**config.mk**
```make
export PLATFORM = sky130hd
export DESIGN_NAME = mem_line_responder
export DESIGN_NICKNAME = d
export VERILOG_FILES = /design/src/rtl/mem_line_responder.sv
export SDC_FILE = /design/constraint.sdc
export NUM_CORES = 1
export LEC_CHECK = 0
export BUFFER_PORTS_ARGS = -buffer_cell sky130_fd_sc_hd__buf_2
export CAP_MARGIN = 15
export CORE_AREA = 3 3 248 250
export CTS_CLUSTER_SIZE = 14
export DETAILED_ROUTE_END_ITERATION = 6
export DIE_AREA = 0 0 251 253
export PLACE_DENSITY = 0.65
export SETUP_SLACK_MARGIN = 0.4
export SLEW_MARGIN = 5
export SYNTH_ARGS = -nofsm -noshare
export SYNTH_HDL_FRONTEND = slang
export SYNTH_SLANG_ARGS = --single-unit
```
**constraint.sdc**
```tcl
create_clock -name clk -period 3.56 [get_ports clk]
set_input_delay 0.356 -clock clk [delete_from_list [all_inputs] [get_ports clk]]
set_output_delay 0.356 -clock clk [all_outputs]
set_load 0.05 [all_outputs]
```
**src/rtl/mem_line_responder.sv**
```systemverilog
// Memory-side responder for the cache arbiter's line port: splits one cache-line
// request into word beats on a synchronous RAM port with one-cycle read latency.
module mem_line_responder #(
  parameter int unsigned ADDR_WIDTH = 32,
  parameter int unsigned DATA_WIDTH = 256,
  parameter int unsigned WORD_WIDTH = 32
) (
  input  logic                  clk,
  input  logic                  rst,
  input  logic                  s_strobe,
  input  logic [ADDR_WIDTH-1:0] s_addr,
  input  logic                  s_rw,
  input  logic [DATA_WIDTH-1:0] s_din,
  output logic                  s_done,
  output logic [DATA_WIDTH-1:0] s_dout,
  output logic                  busy,
  output logic                  mem_en,
  output logic                  mem_we,
  output logic [ADDR_WIDTH-1:0] mem_addr,
  output logic [WORD_WIDTH-1:0] mem_wdata,
  input  logic [WORD_WIDTH-1:0] mem_rdata
);

  localparam int unsigned N         = DATA_WIDTH / WORD_WIDTH;
  localparam int unsigned IdxW      = $clog2(N);
  localparam int unsigned CntW      = IdxW + 1;
  localparam int unsigned WordShift = $clog2(WORD_WIDTH / 8);
  localparam logic [ADDR_WIDTH-1:0] OffMask = ADDR_WIDTH'(DATA_WIDTH / 8 - 1);
  localparam logic [CntW-1:0]       LastCnt = CntW'(N);

  typedef enum logic [2:0] {StIdle, StWr, StRd, StRdLast, StDone} state_e;

  state_e                state_q, state_d;
  logic [CntW-1:0]       cnt_q, cnt_d;
  logic [ADDR_WIDTH-1:0] base_q, base_d;
  logic [DATA_WIDTH-1:0] line_q, line_d;
  logic [DATA_WIDTH-1:0] dout_q, dout_d;
  logic                  done_q, done_d;
  logic                  busy_q, busy_d;
  logic                  en_q, en_d;
  logic                  we_q, we_d;
  logic [ADDR_WIDTH-1:0] addr_q, addr_d;
  logic [WORD_WIDTH-1:0] wdata_q, wdata_d;

  logic [ADDR_WIDTH-1:0] beat_addr;
  logic [IdxW-1:0]       beat_idx;
  logic [IdxW-1:0]       cap_idx;

  // cnt_q counts beats already placed on the RAM port; it doubles as the next beat index.
  always_comb begin
    state_d   = state_q;
    cnt_d     = cnt_q;
    base_d    = base_q;
    line_d    = line_q;
    dout_d    = dout_q;
    done_d    = 1'b0;
    en_d      = 1'b0;
    we_d      = 1'b0;
    addr_d    = addr_q;
    wdata_d   = wdata_q;
    beat_addr = base_q + (ADDR_WIDTH'(cnt_q) << WordShift);
    beat_idx  = cnt_q[IdxW-1:0];
    cap_idx   = '0;

    unique case (state_q)
      StIdle: begin
        if (s_strobe) begin
          base_d = s_addr & ~OffMask;
          addr_d = s_addr & ~OffMask;
          cnt_d  = CntW'(1);
          en_d   = 1'b1;
          if (s_rw) begin
            line_d  = s_din;
            we_d    = 1'b1;
            wdata_d = s_din[WORD_WIDTH-1:0];
            state_d = StWr;
          end else begin
            state_d = StRd;
          end
        end
      end
      StWr: begin
        if (cnt_q == LastCnt) begin
          done_d  = 1'b1;
          state_d = StDone;
        end else begin
          en_d    = 1'b1;
          we_d    = 1'b1;
          addr_d  = beat_addr;
          wdata_d = line_q[beat_idx*WORD_WIDTH +: WORD_WIDTH];
          cnt_d   = cnt_q + CntW'(1);
        end
      end
      StRd: begin
        // Data on mem_rdata belongs to the beat issued two counts back.
        if (cnt_q >= CntW'(2)) begin
          cap_idx = IdxW'(cnt_q - CntW'(2));
          dout_d[cap_idx*WORD_WIDTH +: WORD_WIDTH] = mem_rdata;
        end
        if (cnt_q == LastCnt) begin
          state_d = StRdLast;
        end else begin
          en_d   = 1'b1;
          addr_d = beat_addr;
          cnt_d  = cnt_q + CntW'(1);
        end
      end
      StRdLast: begin
        dout_d[(N-1)*WORD_WIDTH +: WORD_WIDTH] = mem_rdata;
        done_d  = 1'b1;
        state_d = StDone;
      end
      StDone: begin
        state_d = StIdle;
      end
      default: begin
        state_d = StIdle;
      end
    endcase

    busy_d = (state_d != StIdle);
  end

  always_ff @(posedge clk) begin
    if (rst) begin
      state_q <= StIdle;
      cnt_q   <= '0;
      base_q  <= '0;
      line_q  <= '0;
      dout_q  <= '0;
      done_q  <= 1'b0;
      busy_q  <= 1'b0;
      en_q    <= 1'b0;
      we_q    <= 1'b0;
      addr_q  <= '0;
      wdata_q <= '0;
    end else begin
      state_q <= state_d;
      cnt_q   <= cnt_d;
      base_q  <= base_d;
      line_q  <= line_d;
      dout_q  <= dout_d;
      done_q  <= done_d;
      busy_q  <= busy_d;
      en_q    <= en_d;
      we_q    <= we_d;
      addr_q  <= addr_d;
      wdata_q <= wdata_d;
    end
  end

  assign s_done    = done_q;
  assign s_dout    = dout_q;
  assign busy      = busy_q;
  assign mem_en    = en_q;
  assign mem_we    = we_q;
  assign mem_addr  = addr_q;
  assign mem_wdata = wdata_q;

endmodule

```
==> results of run 1 <==
-- metrics by stage --
step	instance area, um2	total power, mW
global route	33550	17.13
detailed placement	28580	9.354
floorplan	24810	8.635
CTS	33520	16.65
global placement	28580	9.333
finish	33550	16.55
-- power groups by stage --
stage | Sequential [mW] | Clock (mW) | Combinational (mW)
final | 7.27 | 7.08 | 2.20
after global routing | 7.30 | 7.46 | 2.37
after CTS | 7.27 | 7.19 | 2.18
after detailed placement | 7.42 | 0 | 1.94
after global placement | 7.41 | 0 | 1.92
after floorplan | 7.65 | 0 | 0.985
-- Yosys cell counts, drive strengths merged, types with 2 or more instances --
library cell	number
a311oi	4
clkbuf	166
o21ai	39
nand4	47
o22ai	33
ha	11
buf	68
inv	46
nand2	853
o32ai	31
nor3b	3
o211ai	24
a211oi	2
o21a	4
mux2i	194
a31oi	5
o2111a	2
a21oi	324
a21o	4
and2	3
and4	3
nor2	104
a221oi	2
a2111oi	2
nand3	24
mux4	64
or3	7
or4	11
xnor2	10
dfxtp	612
nor3	13
o31ai	33
a211o	3
and3	4
o41ai	2
nor4	9
a21boi	8
nor2b	33
and3b	4
nand3b	3
-- metal layers --
metal,GRT usage (%),wire (um),vias to the layer above
met3,5.762,6078,241
met2,46.03,43180,897
met5,0,38,-
met1,33.62,36670,11470
li1,-,-,11290
met4,11.69,3832,6
-- timing repair --
action                                  4_1_cts  5_1_grt
hold buffers                                268        0
endpoints found under the setup margin        0        0
hold endpoints to repair                    269        0
-- registers in the layout (all words and copies together) (netlist names) --
register,cells
busy,1
s_done,1
cnt_q,4
s_dout,256
mem_addr,30
mem_wdata,32
line_q,256
mem_en,1
state_q,3
mem_we,1
base_q,27
-- critical path, delay by kind of cell (launching register included) --
family	cells	cell delay, ns
adders and majority gates	1	0.25
muxes	1	0.21
DFF	1	0.34
and+or+nand+nor	3	1.14
buffers and inverters	3	0.66
-- cells by family after synthesis --
group           share of synthesized area [%]
compound gates                          12.41
xor+xnor                               0.3884
fa+ha+maj                              0.5548
buf+inv                                 4.706
flops                                   49.39
mux                                     13.64
other cells                           0.01512
simple gates                            18.90
-- worst max-delay path by stage --
stage / endpoint / from
floorplan: s_dout[2]$_SDFFE_PP0P_ / cnt_q[2]$_SDFFE_PP0P_
global placement: s_dout[72]$_SDFFE_PP0P_ / cnt_q[0]$_SDFFE_PP0P_
detailed placement: s_dout[41]$_SDFFE_PP0P_ / cnt_q[0]$_SDFFE_PP0P_
CTS: s_dout[41]$_SDFFE_PP0P_ / cnt_q[0]$_SDFFE_PP0P_
global route: mem_addr[14]$_SDFFE_PP0P_ / cnt_q[1]$_SDFFE_PP0P_
finish: s_dout[37]$_SDFFE_PP0P_ / cnt_q[0]$_SDFFE_PP0P_
-- area by class of cell --
class | instances | share of cell area, %
Multi-Input combinational cell | 1935 | 34.14
Clock inverter | 28 | 0.8950
Antenna cell | 13 | 0.09695
Tap cell | 773 | 2.883
Timing Repair Buffer | 957 | 19.08
Sequential cell | 612 | 36.54
Inverter | 47 | 0.5407
Clock buffer | 90 | 5.832
==> results.cfg, run 1 <==
[run_status]
status = complete, no violations

[synth]
synth_top_cell_by_area = dfxtp_1
synth_cell_types = 62
synth_area_per_cell_um2 = 8.775
synth_edf_count = 0
synthesis.instances = 2827
syn_area_mm2 = 0.02481
ys_seq_area_share_pct = 49.39
ys_seq_elements = 612
ys_async_sr_fraction_pct = 0
synth_ff_type = dfxtp_1
synth_area_leaders = dfxtp_1 49%, nand2_1 13%, mux2i_1 7.8%, a21oi_1 6.5%, mux4_2 5.8%
yosysWarnings = 0
yosysTopAreaCellShare_pct = 49.39

[pwr]
power.density_mw_per_mm2 = 493.2
switching_power_mw = 4.501
max-vdd-ir-drop_mv = 0.4461
p_sw_share_pct = 27.20
p_comb_share_pct = 13.3
intPower_mw = 12.05
pwr-share-seq_pct = 44.0
p_leak_nw = 14.18
clkPwrFrac_pct = 42.8

[hold_path]
worstHoldPathCells = 3
min-delay-start = s_din[92]
hold_end = line_q[92]$_SDFFE_PP0P_
hold_path_class = in -> reg

[critical_path]
crit_fanout = 13
crit_path_cell_trace = inv_1, ha_1, or4_1, and4_1, buf_4, nand2_2, buf_4, mux2i_1
cp-end-kind = register
worstSetupStartpointType = register
r2r_cells = 8
r2r-end = s_dout[37]$_SDFFE_PP0P_
slowest_stage = or4_1
required_ns = 4.08
regToRegSetupSlack_ns = 0.85
crit_arrival_ns = 3.23
path_common_cell = buf_4
criticalPathCategory = reg -> reg
slowest_delay_ns = 0.51
r2r-start = cnt_q[0]$_SDFFE_PP0P_

[finish]
syn_to_final_growth_pct = 35.26
layout_commonest_cell = nand2_1
finalNonFillerCells = 4455
layout.area.seq_mm2 = 0.01226
fill_cells = 5243
mostFrequentLayoutCells = 848 x nand2_1, 639 x buf_2, 610 x dfxtp_1
nNetsFinal = 3956
utilization_pct = 56.64
layout-drive-gt1-share_pct = 24.20
multi_input_area_mm2 = 0.01145

[timing]
slew_viol_final = 0
finalSetupViolations = 0
final.setup.tns_ns = 0
layout_setup_ws_ns = 0.8542
finalHoldViolations = 0
worst_pin_slew_ns = 1.098
finClkSkew_ns = 0.02437
fin_crit_ns = 2.706
fin_crit_sh_pct = 76.01
whs_ns = 0.04137
rsz0062_at_grt = false
relSlewSlack_pct = 26.79
fmax_ghz = 0.3696

[placement]
placed_cells = 4056
place_ws_ns = 0.8861
io_buffers = 640
place.gp.congestion = 0.8647
dp_hpwl_um = 59900

[detailed_routing]
post_drt_wl_per_cell_um = 20.16
first_pass_iters = 7
routed_wl_um = 89800
drc = 0
detail-route-antenna-nets = 0
drt_first_iter_violations = 1669
vias = 23900
routed_via_density = 5.365

[clocking]
root_buffer = clkbuf_16
clkTransAtPathRegs_ns = 0.06
clock_latency_ns = 0.61
post_cts_buffers = 0
postCtsResizedCells = 0
cts.sinks = 612
cts_buffer_depth = 3
cts_buffers = 68
htree_levels = 3
cts_tree = done

[die]
initial_utilization_pct = 41.87
dieArea_mm2 = 0.06350
ios = 648
row_count = 89
dieWidth_um = 251
core_region_area_mm2 = 0.05924
die_y_um = 253

[global_routing]
grt_max_degree = 159
antenna_found_initial = 16
grt_pass1_vias = 23390
grt_pass1_wl_um = 136500
gr-total-overflow = 0
grt_usage_pct = 27.17

[run]
drv_cap = 0
Power figures use the tool's default switching activity.
==> run 2, diff against run 1 <==
--- a/config.mk
+++ b/config.mk
@@ -7,10 +7,10 @@
 export LEC_CHECK = 0
 export BUFFER_PORTS_ARGS = -buffer_cell sky130_fd_sc_hd__buf_2
 export CAP_MARGIN = 15
-export CORE_AREA = 3 3 248 250
+export CORE_AREA = 3 3 253 255
 export CTS_CLUSTER_SIZE = 14
 export DETAILED_ROUTE_END_ITERATION = 6
-export DIE_AREA = 0 0 251 253
+export DIE_AREA = 0 0 256 258
 export PLACE_DENSITY = 0.65
 export SETUP_SLACK_MARGIN = 0.4
 export SLEW_MARGIN = 5
==> constraint.sdc (replaced) <==
create_clock -name clk -period 2.2 [get_ports clk]
set_input_delay 0.22 -clock clk [delete_from_list [all_inputs] [get_ports clk]]
set_output_delay 0.22 -clock clk [all_outputs]
set_load 0.05 [all_outputs]
==> results.cfg, run 2 (synthesized netlist as in run 1, its figures left out) <==
[pwr]
p_comb_share_pct = 19.2
power.density_mw_per_mm2 = 721.9
clkPwrFrac_pct = 40.1
intPower_mw = 20.69
p_leak_nw = 17.36
max-vdd-ir-drop_mv = 0.6134
p_total_mw = 29.11
p_sw_share_pct = 28.92
pwr-share-seq_pct = 40.7
switching_power_mw = 8.417

[placement]
placed_area_mm2 = 0.02961
placed_cells = 4156
dp_hpwl_um = 63590
place_ws_ns = 0.07889
place.gp.congestion = 0.8485
io_buffers = 640

[global_routing]
grt_max_degree = 159
antenna_found_initial = 14
grt_pass1_vias = 24960
grt_usage_pct = 29.51
grt_pass1_wl_um = 150900
gr-total-overflow = 0

[critical_path]
worstSetupStartpointType = register
crit_fanout = 7
required_ns = 2.66
criticalPathCategory = reg -> reg
crit_arrival_ns = 2.57
cp-end-kind = register

[clocking]
htree_levels = 3
cts_buffer_depth = 3
clkTransAtPathRegs_ns = 0.06
cts.sinks = 612
root_buffer = clkbuf_16
clock_latency_ns = 0.60
cts_tree = done
cts_buffers = 68

[timing]
whs_ns = 0.04673
layout_setup_ws_ns = 0.09390
rsz0062_at_grt = true
fmax_ghz = 0.4748
slew_viol_final = 0
worst_pin_slew_ns = 1.108
finalSetupViolations = 0
finClkSkew_ns = 0.02257
relSlewSlack_pct = 26.11
finalHoldViolations = 0
final.setup.tns_ns = 0
fin_crit_ns = 2.106
fin_crit_sh_pct = 95.73

[die]
die_y_um = 258
dieWidth_um = 256
ios = 648
dieArea_mm2 = 0.06605
core_region_area_mm2 = 0.06183
row_count = 91
initial_utilization_pct = 40.12

[detailed_routing]
routed_via_density = 5.610
post_drt_wl_per_cell_um = 25.02
routed_wl_um = 119200
first_pass_iters = 7
detail-route-antenna-nets = 0
drt_first_iter_violations = 2338
drc = 4
vias = 26720

[run_status]
violations = design-rule violations
status = finished, violations left

[finish]
layout-drive-gt1-share_pct = 39.82
syn_to_final_growth_pct = 62.54
layout_commonest_cell = nand2_1
finalNonFillerCells = 4764
utilization_pct = 65.22
mostFrequentLayoutCells = 668 x nand2_1, 639 x buf_2, 596 x dfxtp_1
final_area_mm2 = 0.04032
nNetsFinal = 4198

[run]
drv_cap = 0

[hold_path]
hold_path_class = in -> reg
-- run 2: cell count changes in the layout (fill, tap and decap cells not counted), moves of 23 or more --
cell,delta
a21oi_1,-149
o32ai_2,+30
o32ai_1,-30
buf_16,+28
buf_12,+52
nand2_2,+41
dlygate4sd3_1,+46
clkbuf_16,+28
o31ai_1,-23
nand2_1,-180
buf_6,+39
buf_4,+34
a21oi_2,+148
nand2_4,+136
-- run 2: what timing repair did --
action	in CTS	in global routing
hold endpoints to repair	429	0
gates resized for setup	59	678
hold buffers	314	0
setup endpoints to repair	457	549
gates cloned	23	40
setup buffers	31	66
pin swaps	11	297
-- run 2: final timing paths --
path                            start                  endpoint  slack [ns]  cells past startpoint
max             cnt_q[2]$_SDFFE_PP0P_   s_dout[24]$_SDFFE_PP0P_        0.09                     10
min                      mem_rdata[0]   s_dout[96]$_SDFFE_PP0P_        0.05                      3
max reg2reg     cnt_q[2]$_SDFFE_PP0P_   s_dout[24]$_SDFFE_PP0P_        0.09                     10
min reg2reg  line_q[125]$_SDFFE_PP0P_  line_q[125]$_SDFFE_PP0P_        0.45                      2
-- run 2: cell type report --
class                      instances  area [um2]
fill                            4565       21500
timing repair buffer            1194       10220
clock inverter                    25       252.7
sequential                       612       12280
multi-input combinational       1940       14290
tap                              837        1047
inverter                          47       201.4
antenna                           14       35.03
clock buffer                      95        1997
-- run 2: routing by layer --
metal	vias to the layer above	part of all wire [%]	GRT usage (%)
li1	11800	-	-
met1	12850	35	31.88
met2	1595	49	52.79
met3	471	8.3	6.718
met4	4	7.9	17.71
met5	-	0.013	0
-- run 2: worst max-delay path, stage by stage (launching register included) --
cell,delay (ns)
dfxtp_4,0.37
inv_6,0.04
ha_4,0.25
inv_2,0.04
ha_4,0.23
and3b_1,0.20
and4_4,0.31
buf_12,0.14
buf_16,0.12
mux2i_1,0.23
nor2_1,0.06
-- run 2: power groups by stage --
stage	sequential, mW	combinational [mW]	clock, mW
floorplan	12.4	1.67	0
global placement	12.0	3.40	0
detailed placement	12.0	3.41	0
CTS	11.8	4.17	11.7
global route	11.9	5.81	12.2
finish	11.9	5.59	11.7
